$ cat config.mk
export PLATFORM = sky130hd
export DESIGN_NAME = imm_gen_pipe
export DESIGN_NICKNAME = d
export VERILOG_FILES = /design/src/rtl/imm_gen_pipe.sv
export SDC_FILE = /design/constraint.sdc
export NUM_CORES = 1
export LEC_CHECK = 0
export CAP_MARGIN = 10
export CORE_MARGIN = 2
export CORE_UTILIZATION = 35
export CTS_CLUSTER_SIZE = 30
export DETAILED_ROUTE_END_ITERATION = 10
export PLACE_DENSITY = 0.69
export SYNTH_ARGS = -nofsm -noshare
export SYNTH_HDL_FRONTEND = slang
export SYNTH_SLANG_ARGS = --single-unit
$ cat constraint.sdc
create_clock -name i_clk -period 2.7 [get_ports i_clk]
set_clock_uncertainty 0.2 [all_clocks]
set_input_delay 0.675 -clock i_clk [delete_from_list [all_inputs] [get_ports i_clk]]
set_output_delay 0.675 -clock i_clk [all_outputs]
set_load 0.005 [all_outputs]
$ cat src/rtl/imm_gen_pipe.sv
// Decode-stage immediate generator: opcode decode, XLEN sign extension and a
// 2-entry skid buffer with valid/ready on both sides, plus an illegal-opcode counter.
module imm_gen_pipe #(
    parameter int XLEN  = 32,
    parameter int CNT_W = 8
) (
    input  logic             i_clk,
    input  logic             i_rst_n,
    input  logic             i_valid,
    output logic             o_ready,
    input  logic [31:0]      i_inst,
    output logic             o_valid,
    input  logic             i_ready,
    output logic [31:0]      o_inst,
    output logic [XLEN-1:0]  o_imm,
    output logic [2:0]       o_fmt,
    output logic             o_illegal,
    input  logic             i_flush,
    input  logic             i_cnt_clr,
    output logic [CNT_W-1:0] o_illegal_cnt
);

    if ((XLEN != 32) && (XLEN != 64)) begin : g_xlen_check
        $error("imm_gen_pipe: XLEN must be 32 or 64");
    end

    typedef enum logic [1:0] {
        OCC_EMPTY,
        OCC_ONE,
        OCC_FULL
    } occ_t;

    typedef struct packed {
        logic [31:0]     inst;
        logic [XLEN-1:0] imm;
        logic [2:0]      fmt;
        logic            illegal;
    } entry_t;

    occ_t              occ;
    entry_t            head;
    entry_t            tail;
    entry_t            new_ent;
    logic signed [31:0] imm32;
    logic [2:0]        fmt;
    logic              push;
    logic              pop;

    always_comb begin
        imm32 = '0;
        fmt   = 3'd7;
        unique case (i_inst[6:0])
            7'b1100111, 7'b0000011, 7'b0010011: begin
                imm32 = {{20{i_inst[31]}}, i_inst[31:20]};
                fmt   = 3'd0;
            end
            7'b0100011: begin
                imm32 = {{20{i_inst[31]}}, i_inst[31:25], i_inst[11:7]};
                fmt   = 3'd1;
            end
            7'b1100011: begin
                imm32 = {{19{i_inst[31]}}, i_inst[31], i_inst[7], i_inst[30:25],
                         i_inst[11:8], 1'b0};
                fmt   = 3'd2;
            end
            7'b0110111, 7'b0010111: begin
                imm32 = {i_inst[31:12], 12'b0};
                fmt   = 3'd3;
            end
            7'b1101111: begin
                imm32 = {{11{i_inst[31]}}, i_inst[31], i_inst[19:12], i_inst[20],
                         i_inst[30:21], 1'b0};
                fmt   = 3'd4;
            end
            7'b0110011: fmt = 3'd5;
            7'b1110011: begin
                imm32 = {27'b0, i_inst[19:15]};
                fmt   = 3'd6;
            end
            default: fmt = 3'd7;
        endcase
    end

    // Every 32-bit immediate already carries its sign in bit 31 (CSR zimm has 0 there),
    // so a signed size cast gives the XLEN extension for all formats.
    always_comb begin
        new_ent.inst    = i_inst;
        new_ent.imm     = XLEN'(imm32);
        new_ent.fmt     = fmt;
        new_ent.illegal = (fmt == 3'd7);
    end

    assign o_ready = (occ != OCC_FULL);
    assign o_valid = (occ != OCC_EMPTY);
    assign push    = i_valid & o_ready;
    assign pop     = o_valid & i_ready;

    // Head register is zeroed whenever it holds nothing, so outputs read 0 when empty.
    always_ff @(posedge i_clk or negedge i_rst_n) begin
        if (!i_rst_n) begin
            occ  <= OCC_EMPTY;
            head <= '0;
            tail <= '0;
        end else if (i_flush) begin
            occ  <= OCC_EMPTY;
            head <= '0;
            tail <= '0;
        end else begin
            unique case (occ)
                OCC_EMPTY: begin
                    if (push) begin
                        head <= new_ent;
                        occ  <= OCC_ONE;
                    end
                end
                OCC_ONE: begin
                    if (push && pop) begin
                        head <= new_ent;
                    end else if (push) begin
                        tail <= new_ent;
                        occ  <= OCC_FULL;
                    end else if (pop) begin
                        head <= '0;
                        occ  <= OCC_EMPTY;
                    end
                end
                OCC_FULL: begin
                    if (pop) begin
                        head <= tail;
                        tail <= '0;
                        occ  <= OCC_ONE;
                    end
                end
                default: occ <= OCC_EMPTY;
            endcase
        end
    end

    always_ff @(posedge i_clk or negedge i_rst_n) begin
        if (!i_rst_n) begin
            o_illegal_cnt <= '0;
        end else if (i_cnt_clr) begin
            o_illegal_cnt <= '0;
        end else if (push && new_ent.illegal && (o_illegal_cnt != '1)) begin
            o_illegal_cnt <= o_illegal_cnt + 1'b1;
        end
    end

    assign o_inst    = head.inst;
    assign o_imm     = head.imm;
    assign o_fmt     = head.fmt;
    assign o_illegal = head.illegal;

endmodule

* Yosys cells after proc, flatten, opt, wreduce, memory -nomap -nowiden
Cells that the tools add are included. Widths: inputs -> output; s select.
Operators by class: $add $sub $neg 1, eq/ne operators 22, muxes and demuxes 21, bitwise logic cells 2, reduce and logical (&&, ||, !) cells 13
Operators with widths (count):
- $mux 68 | 8
- $pmux 68 s3 | 1
- $pmux 32 s6 | 1
- $pmux 68 s2 | 1
- $eq 7x7->1 const B | 4
- $eq 7x6->1 const B | 3
- $pmux 3 s7 | 1
- $mux 8 | 2
- $eq 7x5->1 const B | 2
- $mux 2 | 6
- $ne 3x3->1 const B | 4
- $ne 4x4->1 const B | 3
- $add 8x1->8 const B | 1
- $ne 8x8->1 const B | 1
- $reduce_and 4->1 | 2
- $eq 7x2->1 const B | 1
- $pmux 2 s3 | 1
- $reduce_and 5->1 | 1
- $reduce_bool 2->1 | 2
- $reduce_bool 4->1 | 1
- $eq 3x3->1 const B | 1
- $logic_and 1x1->1 | 3
- $reduce_bool 3->1 | 1
- $reduce_or 3->1 | 1
- other kinds (6) | 7
Word-level totals: bits in registers 146, input bits 38, output and inout bits 78, word-level logic and storage cells 69

* Depth between registers and ports, before layout
Gate-level depths: netlist of the first run.
depth in word-level cells 8, gate-level depth with buffers 9, depth with buffers taken out 7

* Least setup slack after synthesis of the first run
No wires, ideal clock.
path type input to register, from input i_inst[5], to register o_illegal_cnt[7], setup time 0.125 ns, arrival 1.999 ns, required time 2.375 ns, setup slack 0.376 ns, cell stages on the path 6, buffers on the path 1, path through buf_2 -> nand4_1 -> o22ai_2 -> nor4_2 -> nor2b_1 -> mux2_2
Between the ends: word-level cells in the longest chain between the ends 7
Ends and longest elaborated chain:
- from (decl) | line 11 | input logic [31:0] i_inst,
- $eq 7x7->1, or another cell as far along | line 52 | unique case (i_inst[6:0])
- $reduce_or 3->1 / $reduce_or 2->1 (equally long branches) | line 52
- $pmux 3 s7 (*) | line 52
- $eq 3x3->1 (*) | line 90 | new_ent.illegal = (fmt == 3'd7);
- $logic_and 1x1->1 (*) (2 in series) | line 144 | end else if (push && new_ent.illegal && (o_illegal_cnt != '1)) begin
- $reduce_bool 2->1 (no source line) (*)
- to (signal assigned) | line 145 | o_illegal_cnt <= o_illegal_cnt + 1'b1;
- to (decl) | line 20 | output logic [CNT_W-1:0] o_illegal_cnt
Every way passes the cells marked *; elsewhere a longest branch is shown, timed or not. A chain may end at the register's enable or synchronous reset.

* Worst setup path after layout of the first run
from register occ[0], to output o_valid
Between the ends: word-level cells in the longest chain between the ends 1
Ends and longest elaborated chain:
- from (decl) | line 40 | occ_t occ;
- from (signal assigned) | line 101 | occ <= OCC_EMPTY;
- from (signal assigned) | line 105 | occ <= OCC_EMPTY;
- from (signal assigned) | line 113 | occ <= OCC_ONE;
- $reduce_bool 2->1 | line 94 | assign o_valid = (occ != OCC_EMPTY);
- to (decl) | line 12 | output logic o_valid,
No other way between the ends.

==> results of run 1 <==
[layout make-up]
cell class / count / share of cell area
inverters: 14 / 0.00573
clock buffers: 17 / 0.0464
multi-input cells: 436 / 0.306
repair buffers: 187 / 0.196
flip-flops and latches: 146 / 0.398
well taps: 234 / 0.0319
clock inverters: 15 / 0.0162
[kinds of logic (layout without fill, tap and decap cells)]
group / count (synthesis) / in the layout / synth area share
compound gates: 228 / 228 / 0.246
xor+xnor: 4 / 4 / 0.00524
fa+ha+maj: 5 / 5 / 0.00936
buf+inv: 62 / 233 / 0.0382
flops: 146 / 146 / 0.546
mux: 6 / 6 / 0.00992
simple gates: 193 / 193 / 0.145
[flip-flops by register name (all words and copies together) (netlist names)]
name           flops
occ                2
o_imm             32
tail              68
o_illegal          1
o_fmt              3
o_illegal_cnt      8
o_inst            32
[report_power, final]
group / switching, mW / internal, mW
Sequential: 0.112 / 2.37
Combinational: 0.691 / 0.616
Clock: 1.04 / 1.29
Total: 1.84 / 4.28
[cell usage after synthesis, types with 2 or more instances]
master / number / area (um^2)
and2_1: 2 / 12.5
nor2b_1: 6 / 37.5
nand4b_1: 2 / 17.5
buf_2: 12 / 60.1
buf_1: 2 / 7.51
a21o_1: 7 / 52.6
and3_1: 13 / 81.3
inv_1: 13 / 48.8
o211ai_1: 12 / 90.1
dfrtp_1: 146 / 3650
or3_1: 2 / 12.5
a221o_1: 12 / 120
o22ai_1: 2 / 12.5
nand2b_1: 5 / 31.3
nand3_1: 24 / 120
o211ai_2: 5 / 62.6
nand4_1: 3 / 18.8
a22o_1: 48 / 420
or2_1: 2 / 12.5
o21ai_1: 7 / 35.0
nor2_4: 2 / 22.5
clkbuf_1: 33 / 124
a22oi_1: 39 / 293
nand2_1: 89 / 334
mux2_2: 4 / 45.0
a21oi_1: 16 / 80.1
nand3b_1: 3 / 22.5
nor3_1: 6 / 30.0
ha_1: 5 / 62.6
nor2_1: 18 / 67.6
xnor2_1: 4 / 35.0
o21ai_0: 63 / 315
nor4_1: 2 / 12.5
a2bb2oi_1: 2 / 17.5
[worst min path at each step]
stage,to,slack [ns],from,cells past startpoint
final,o_inst[0],0.28,o_inst[0],2
after global routing,tail[44],0.31,tail[44],2
after CTS,o_inst[0],0.29,o_inst[0],2
after detailed placement,tail[42],0.27,tail[42],2
after global placement,tail[0],0.26,tail[0],2
after floorplan,o_fmt[0],0.18,i_rst_n,0
[worst max-delay path, delay by kind of cell (launching register included)]
family,cells,cell delay (ns)
adders and majority gates,1,0.25
buffers and inverters,3,0.66
DFF,1,0.41
[routing by layer]
layer | wire length (um) | up-vias | part of all wire | GRT usage
li1 | - | 2689 | - | -
met1 | 9420 | 2843 | 0.47 | 0.300
met2 | 9130 | 200 | 0.45 | 0.308
met3 | 1210 | 24 | 0.060 | 0.0522
met4 | 318 | 0 | 0.016 | 0.0647
met5 | 0 | - | 0 | 0
[repair_timing]
action	CTS	global route
endpoints found under the hold margin	33	0
hold buffers	1	0
endpoints found under the setup margin	0	1
resized for setup	0	1
[through the flow]
stage / power [mW] / instances / util
6_report: 6.12 / 1049 / 0.491
5_1_grt: 6.40 / 1049 / 0.491
4_1_cts: 6.16 / 1049 / 0.490
3_5_place_dp: 3.83 / 1016 / 0.459
3_3_place_gp: 3.81 / 1016 / 0.459
2_1_floorplan: 3.06 / 644 / -
==> flow_summary.ini, run 1 <==
[status]
outcome = finished clean

[synthesis]
yosysUniqueCellTypes = 67
yosysWarnings = 0
synth.avg_cell_area_um2 = 10.4
async_reset_ff_frac = 1.00
ys.flop_type = dfrtp_1
netlist_instances = 644
ys_ff_latch = 146
synthesis.area_um2 = 6690
synth_edf_count = 0
ys_seq_area_frac = 0.546
synth_fp_nets = 687

[finish]
layout_commonest_cell = dfrtp_1
multi_input_area_um2 = 2810
n_fill_cell = 1696
layout-drive-gt1-share = 0.162
layout_common_cells = 146 x dfrtp_1, 114 x clkdlybuf4s50_1, 89 x nand2_1
ff_latch_area_um2 = 3650
diodes = 0
num-nets-final = 845
areaGrowthSynthToFinish_pct = 37.2
finish.instance_area_um2 = 9180

[drt]
avgRoutedWirePerCell_um = 19.1
ant_nets = 0
via_count = 5756
drt_iter0_markers = 665
vias_per_cell = 5.49
wirelength_mm = 20.1
post-route-drc-count = 0
dr.pass1.iters = 6

[worst_setup_path]
reg2reg_depth = 6
critPathCapture = o_valid
cp_slowest_cell = clkdlybuf4s50_1
crit_start = occ[0]
critPathMaxFanout = 5
crit_type = reg2out
r2r_slack_ns = 0.24
slowest_delay_ns = 0.50
end_kind = primary output
timing.rr.start = occ[0]
r2r-end = tail[32]
crit_required_ns = 1.82
crit_path_frequent_cell = inv_1
path_cells = inv_1 -> ha_1 -> inv_1 -> clkdlybuf4s50_1
worstPathArrival_ns = 1.75
crit_path_start_kind = register

[hold_path]
hold_class = reg2reg

[pwr]
p_leak_nw = 4.10
cellPowerDensity_nw_per_um2 = 667
ir_drop_mv = 0.466

[place]
dp_slack_ns = -0.256
place_hpwl_mm = 13.7
numPortBuffers = 115
place_area_um2 = 8590
gp_congestion = 0.935

[die]
io_pins = 116
die_area_um2 = 20200
coreArea_um2 = 18700
start_util = 0.357
die_width_um = 142
rows = 50
dieHeight_um = 142

[global_routing]
overflow = 0
antenna_found_initial = 0
grt_pass1_vias = 5833
grt_max_degree = 51
track_usage = 0.208
grt_first_pass_wirelength_mm = 32.6

[cts]
cts_buffers = 17
htree_levels = 4
cts.sinks = 146
cts_tree = built
path_clk_slew_ns = 0.06
clkLatencyLatePin_ns = 0.44
cts_buffer_depth = 2
post-cts-setup-buffer-count = 0
cts_root_buf = clkbuf_16

[sta]
period_minus_slack_ns = 2.62
max_freq_mhz = 381
slew_headroom = 0.635
maxSlewViolCount = 0
final.setup.tns_ns = 0
worstMarginPinSlew_ns = 0.546
hold_slack_ns = 0.281
worst_slack_ns = 0.0769
min_period_over_period = 0.972
setup_viol = 0
hold_viol_final = 0

[job]
drv_cap = 0
Power figures use the tool's default switching activity.
==> inputs of run 2 (changes only) <==
--- a/config.mk
+++ b/config.mk
@@ -10,6 +10,7 @@
 export CORE_UTILIZATION = 35
 export CTS_CLUSTER_SIZE = 30
 export DETAILED_ROUTE_END_ITERATION = 10
+export GPL_ROUTABILITY_DRIVEN = 0
 export PLACE_DENSITY = 0.69
 export SYNTH_ARGS = -nofsm -noshare
 export SYNTH_HDL_FRONTEND = slang
==> flow_summary.ini, run 2 (synthesized netlist as in run 1, its figures left out) <==
[status]
outcome = finished clean

[worst_setup_path]
timing.rr.start = occ[0]
crit_start = occ[0]
worstPathArrival_ns = 1.69
critPathMaxFanout = 5
end_kind = primary output
crit_type = reg2out
r2r_slack_ns = 0.28
crit_path_start_kind = register
crit_required_ns = 1.82

[die]
start_util = 0.357
coreArea_um2 = 18700
io_pins = 116
die_width_um = 142
dieHeight_um = 142
die_area_um2 = 20200
rows = 50

[drt]
avgRoutedWirePerCell_um = 18.8
vias_per_cell = 5.55
post-route-drc-count = 0
wirelength_mm = 19.5
drt_iter0_markers = 556
via_count = 5773
ant_nets = 0
dr.pass1.iters = 5

[cts]
cts_tree = built
cts_buffer_depth = 2
cts_root_buf = clkbuf_16
cts.sinks = 146
htree_levels = 4
path_clk_slew_ns = 0.06
cts_buffers = 17
clkLatencyLatePin_ns = 0.43

[place]
place_area_um2 = 8570
dp.cells = 1007
place_hpwl_mm = 13.4
numPortBuffers = 115

[pwr]
ir_drop_mv = 0.483
p_leak_nw = 4.10
cellPowerDensity_nw_per_um2 = 676

[finish]
ff_latch_area_um2 = 3650
diodes = 0
layout_commonest_cell = dfrtp_1
largest_reg_flops = 68
final_cells = 1041
finish.instance_area_um2 = 9190
n_fill_cell = 1722
areaGrowthSynthToFinish_pct = 37.4
top_register = tail
layout-drive-gt1-share = 0.155
layout_common_cells = 146 x dfrtp_1, 114 x clkdlybuf4s50_1, 89 x nand2_1
num-nets-final = 837
multi_input_area_um2 = 2810

[job]
drv_cap = 0

[sta]
period_minus_slack_ns = 2.57
final.setup.tns_ns = 0
hold_slack_ns = 0.279
maxSlewViolCount = 0
max_freq_mhz = 390
setup_viol = 0
worstMarginPinSlew_ns = 0.548
rsz0062_at_grt = no
slew_headroom = 0.633
min_period_over_period = 0.950
hold_viol_final = 0

[global_routing]
overflow = 0
track_usage = 0.198
grt_first_pass_wirelength_mm = 31.1
antenna_found_initial = 0
grt_pass1_vias = 5566
grt_max_degree = 59

[hold_path]
hold_class = reg2reg
hold_path_startpoint = o_inst[6]
## run 2: changes by cell type in the layout (fill, tap and decap cells not counted), sizes merged
cell,change
clkinvlp,-3
inv,-3
buf,-8
bufinv,+1
clkbuf,+1
clkinv,+4
## run 2: layout make-up
class / count / area share
Timing Repair Buffer: 179 / 0.194
Tap cell: 234 / 0.0319
Sequential cell: 146 / 0.398
Clock inverter: 14 / 0.0166
Inverter: 14 / 0.00572
Clock buffer: 18 / 0.0478
Multi-Input combinational cell: 436 / 0.306
## run 2: what timing repair did
item | 4_1_cts | 5_1_grt
gates resized for setup | 0 | 2
buffers inserted | 0 | 1
hold buffers | 1 | 0
setup endpoints to repair | 0 | 8
hold endpoints to repair | 22 | 0
## run 2: per-layer routing
metal  track usage  routed length (um)  up-vias
met1         0.292                8900     2857
met3        0.0538                1570       30
li1              -                   -     2671
met5             0                   0        -
met4        0.0679                 450        0
met2         0.281                8610      215
## run 2: stage by stage
stage | util | power [mW] | setup WS, ns
2_1_floorplan | - | 3.06 | 0.376
3_3_place_gp | 0.458 | 3.84 | -0.202
3_5_place_dp | 0.458 | 3.86 | -0.292
4_1_cts | 0.490 | 6.24 | 0.00775
5_1_grt | 0.491 | 6.48 | 0.00989
6_report | 0.491 | 6.21 | 0.134
## run 2: power by group
group	switching (mW)	internal (mW)	leakage, nW
clock	0.992	1.40	0.291
sequential	0.110	2.37	2.00
combinational	0.696	0.648	1.80
total	1.80	4.41	4.10
## run 2: worst paths after layout
path                             endpoint  depth (start not counted)
worst min-delay path            o_inst[6]                          2
worst min register to register  o_inst[6]                          2
worst max-delay path              o_valid                          4
worst max register to register  o_imm[25]                          7
min in group asynchronous        o_imm[8]                          2
max in group asynchronous        tail[53]                          3
## run 2: worst max-delay path, stage by stage (launching register included)
cell	delay [ns]
dfrtp_1	0.38
inv_1	0.07
ha_1	0.24
inv_1	0.08
clkdlybuf4s50_1	0.49
==> inputs of run 3 (changes only) <==
--- a/config.mk
+++ b/config.mk
@@ -8,7 +8,6 @@
 export CAP_MARGIN = 10
 export CORE_MARGIN = 2
 export CORE_UTILIZATION = 35
-export CTS_CLUSTER_SIZE = 30
 export DETAILED_ROUTE_END_ITERATION = 10
 export GPL_ROUTABILITY_DRIVEN = 0
 export PLACE_DENSITY = 0.69
==> results of run 3 <==
No change in the layout: final DEF, timing and power equal those of run 2.
